==> src/rtl/axi_line_refill_master.sv <==
// AXI4 read master for L1 line refills: one miss becomes one INCR burst of BEATS words,
// assembled into a line and handed back with a single-cycle valid pulse.
module axi_line_refill_master #(
    parameter logic [3:0]  MASTER_ID = 4'b0000,
    parameter int unsigned BEATS     = 4,
    parameter int unsigned LINE_W    = 128
) (
    input  logic              clk,
    input  logic              rst,
    input  logic              req,
    input  logic [31:0]       req_addr,
    output logic              busy,
    output logic              line_valid,
    output logic [LINE_W-1:0] line_data,
    output logic              line_err,
    output logic [3:0]        ARID_M,
    output logic [31:0]       ARADDR_M,
    output logic [3:0]        ARLEN_M,
    output logic [2:0]        ARSIZE_M,
    output logic [1:0]        ARBURST_M,
    output logic              ARVALID_M,
    input  logic              ARREADY_M,
    input  logic [3:0]        RID_M,
    input  logic [31:0]       RDATA_M,
    input  logic [1:0]        RRESP_M,
    input  logic              RLAST_M,
    input  logic              RVALID_M,
    output logic              RREADY_M
);

    localparam int unsigned CntW      = $clog2(BEATS);
    localparam logic [CntW-1:0] CntMax = CntW'(BEATS - 1);
    localparam logic [31:0] AlignMask = ~32'(4 * BEATS - 1);

    typedef enum logic [1:0] {StIdle, StAddr, StData, StDone} state_e;

    state_e            r_state, w_state_d;
    logic [31:0]       r_addr, w_addr_d;
    logic [LINE_W-1:0] r_line, w_line_d;
    logic              r_err, w_err_d;
    logic [CntW-1:0]   r_cnt, w_cnt_d;
    logic              w_cnt_last;

    always_ff @(posedge clk or negedge rst) begin
        if (!rst) begin
            r_state <= StIdle;
            r_addr  <= '0;
            r_line  <= '0;
            r_err   <= 1'b0;
            r_cnt   <= '0;
        end else begin
            r_state <= w_state_d;
            r_addr  <= w_addr_d;
            r_line  <= w_line_d;
            r_err   <= w_err_d;
            r_cnt   <= w_cnt_d;
        end
    end

    assign w_cnt_last = (r_cnt == CntMax);

    always_comb begin
        w_state_d = r_state;
        w_addr_d  = r_addr;
        w_line_d  = r_line;
        w_err_d   = r_err;
        w_cnt_d   = r_cnt;
        unique case (r_state)
            StIdle: begin
                if (req) begin
                    w_addr_d  = req_addr & AlignMask;
                    w_line_d  = '0;
                    w_err_d   = 1'b0;
                    w_cnt_d   = '0;
                    w_state_d = StAddr;
                end
            end
            StAddr: begin
                if (ARREADY_M) begin
                    w_state_d = StData;
                end
            end
            StData: begin
                if (RVALID_M) begin
                    w_line_d[32*int'(r_cnt) +: 32] = RDATA_M;
                    // RLAST must coincide with the final word: early and missing last both flag
                    if (RRESP_M != 2'b00 || RID_M != MASTER_ID || RLAST_M != w_cnt_last) begin
                        w_err_d = 1'b1;
                    end
                    if (RLAST_M || w_cnt_last) begin
                        w_cnt_d   = '0;
                        w_state_d = StDone;
                    end else begin
                        w_cnt_d = r_cnt + 1'b1;
                    end
                end
            end
            StDone: begin
                w_state_d = StIdle;
            end
            default: begin
                w_state_d = StIdle;
            end
        endcase
    end

    assign busy       = (r_state != StIdle);
    assign line_valid = (r_state == StDone);
    assign line_data  = r_line;
    assign line_err   = r_err & (r_state == StDone);
    assign ARID_M     = MASTER_ID;
    assign ARADDR_M   = r_addr;
    assign ARLEN_M    = 4'(BEATS - 1);
    assign ARSIZE_M   = 3'b010;
    assign ARBURST_M  = 2'b01;
    assign ARVALID_M  = (r_state == StAddr);
    assign RREADY_M   = (r_state == StData);

endmodule
==> config.mk <==
export PLATFORM = sky130hd
export DESIGN_NAME = axi_line_refill_master
export DESIGN_NICKNAME = d
export VERILOG_FILES = /design/src/rtl/axi_line_refill_master.sv
export SDC_FILE = /design/constraint.sdc
export NUM_CORES = 1
export LEC_CHECK = 0
export CAP_MARGIN = 30
export CORE_UTILIZATION = 42
export DETAILED_ROUTE_END_ITERATION = 8
export PLACE_DENSITY = 0.74
export SLEW_MARGIN = 10
export SYNTH_ARGS = -nofsm -noshare
export SYNTH_HDL_FRONTEND = slang
export SYNTH_SLANG_ARGS = --single-unit
==> constraint.sdc <==
create_clock -name clk -period 3.54 [get_ports clk]
set_clock_uncertainty 0.15 [all_clocks]
set_input_delay 0.354 -clock clk [delete_from_list [all_inputs] [get_ports clk]]
set_output_delay 0.354 -clock clk [all_outputs]
set_load 0.1 [all_outputs]
==> metrics.md <==
| Metric | Value |
|---|---|
| Pint | 4650 uW |
| Synth Instances | 697 |
| Ys Warns | 0 |
| Fraction of registers with async set/reset | 1.00 |
| Worst slew pin tran | 1040 ps |
| Initial Util | 0.429 |
| Tmin final | 2650 ps |
| Core ar. | 0.0180 sq mm |
| Final Hold Vio Count | 0 |
| Outcome | finished, final reports clean |
| # IOs | 254 |
| CTS tree | done |
| Mapped cell area | 0.00771 sq mm |
| WL met3 | 1460 microns |
| Setup repair after global routing missed its margin | false |
| Worst setup SP type | register |
| Net Sw Frac | 0.506 |
| Hpwl dp | 13900 microns |
| Largest net degree at the start of global routing | 71 |
| Antenna Diode Count | 0 |
| Fillers | 1525 |
| Overflow after GRT | 0 |
| Via count | 5887 |
| Slew HR | 0.303 |
| Syn avg cell area | 11.1 sq um |
| DRC | 0 |
| Initial antenna violation count | 0 |
| Worst VDD drop | 0.773 mV |
| Die width | 137 microns |
| WP data arrival | 2140 ps |
| Worst-case clock buffer depth | 2 |
| Switching power | 4760 uW |
| Buffers on Ports | 232 |
| Iteration-0 DRC Markers | 277 |
| Most common cell after layout, fill and taps aside | clkdlybuf4s50_1 |
| Clock slew at reported path FFs | 60 ps |
| Setup repair bufs after CTS | 0 |
| Max-Cap Viols | 0 |
| R2r startpoint | r_cnt[0] |
| Worst Path Required | 3040 ps |
| Routed Antenna Nets | 0 |
| Post-layout util | 0.600 |
| Worst hold path class | register to register |
| Vias per cell | 5.09 |
| Sequential-to-total area share from yosys stat | 0.523 |
| Yosys reg bits | 161 |
| Setup_tns | 0 ps |
| CP Max Fanout | 4 |
| Combinational power share | 0.557 |
| Placer's final routability congestion estimate | 0.758 |
| Post-Place Cell Area | 0.0102 sq mm |
| Dominant cell type by area after synthesis | dfrtp_1 |
| Predominant post-synthesis flop cell | dfrtp_1 |
| Leading post-synthesis cells by cell area | dfrtp_1 (52%), mux2_2 (17%), nand2_1 (5.0%) |
| Sequential share of power | 0.248 |
| P per Cell Area | 873 mW/mm^2 |
| Post-Route M1 WL | 8970 microns |
| Chip height | 137 microns |
| H-tree depth | 4 |
| Clock power share | 0.195 |
| Core Rows | 49 |
| Highest metal layer with signal wires | met4 |
| Total Nets Final | 1001 |
| Period Utilization, post-route | 0.748 |
| Slew Viols, Final | 0 |
| First-pass GRT wire length | 32900 microns |
| Top cell type's share of synthesized area | 0.523 |
| Commonest cells after routing, fill and taps aside | clkdlybuf4s50_1 (227), dfrtp_1 (160), mux2_2 (118) |
| Vias in the first global route | 6003 |
| WHS | 335 ps |
| Root Buffer | clkbuf_16 |
| Crit. Startpoint | r_state[0] |
| Setup violators final | 0 |
| WL/cell | 18.0 microns |
| CTS resizes | 0 |
| Distinct cell type count after synthesis | 30 |
| Die area | 0.0189 sq mm |
| Clk Latency, worst-skew pair | 410 ps |
| Critical path endpoint category | output pin |
| Hold-fix buffers, CTS | 1 |
| Post-route cell area | 0.0108 sq mm |
| DR WL met2 | 10000 microns |
| Drt first pass iters | 4 |
| GR Util All Layers | 0.230 |
| Layout cells sized above 1 | 0.202 |
| WS Path Type | register to output pin |
| Leak | 0.00456 uW |
| Max Clk Rate | 378 MHz |
| CTS buffer count | 17 |
| Area Overhead vs Synth | 39.9% |
| HP Start | line_data[89] |
| # clock sinks | 161 |
| Post-synth EDFFs | 0 |
| Final wirelength | 20900 microns |
through the flow:
step                power [uW]  worst slack (ps)  instances
floorplan                 6470               779        712
global route              9790               794       1156
CTS                       9490               858       1156
finish                    9410               893       1156
detailed placement        7630               961       1123
global placement          7580               981       1121
per-layer routing:
layer  track usage  up-vias
li1              -     2718
met1         0.298     2939
met2         0.374      205
met3        0.0622       25
met4        0.0684        0
met5             0        -
worst max-delay path, stage by stage, from the launching register on:
cell and delay (ps):
dfrtp_1 400, ha_1 180, clkdlybuf4s50_1 1140
sequential cells by signal (all words and copies together), names as in the netlist:
name,flops
line_data,128
ARADDR_M,28
r_cnt,2
r_state,2
r_err,1
layout make-up:
class	instances	area (sq um)	share of cell area
clock inverters	13	136	0.0126
multi-input cells	442	3170	0.294
inverters	39	146	0.0136
flip-flops and latches	161	4030	0.374
well taps	229	287	0.0266
clock buffers	19	453	0.0420
repair buffers	253	2560	0.238
Yosys cell counts, types with 2 or more instances:
cell      instances
mux2_2          118
nor2b_1           4
mux2_1            7
inv_1            39
conb_1            2
buf_6            10
nor4_1            2
clkbuf_8          2
nand3b_1          2
buf_4            17
buf_2             8
nand2b_1          3
a21oi_4           4
nand3_1          33
dfrtp_1         161
nor2_1           35
nand2_1         102
nor3_1           63
mux2i_1          33
ha_1             11
clkbuf_1         32
worst paths after layout:
path                                   to  slack [ps]  cells after the start
max reg2reg                 line_data[37]         960                      6
min                         line_data[89]         330                      1
min in group asynchronous    line_data[3]         370                      2
min reg2reg                 line_data[89]         330                      1
max in group asynchronous  line_data[113]        2000                      3
max                            line_valid         890                      2
cells by family after synthesis:
family          share of synthesized area
simple gates                        0.141
mux                                 0.228
flops                               0.523
compound gates                     0.0143
buf+inv                            0.0750
fa+ha+maj                          0.0179
other cells                      0.000974
power groups by stage:
stage	Combinational [uW]	Sequential (uW)	Clock, uW
6_report	5240	2330	1840
5_1_grt	5460	2370	1960
4_1_cts	5280	2330	1880
3_5_place_dp	5260	2370	0
3_3_place_gp	5230	2350	0
2_1_floorplan	2070	4390	0
No activity file was read; power rests on OpenSTA's default activity.
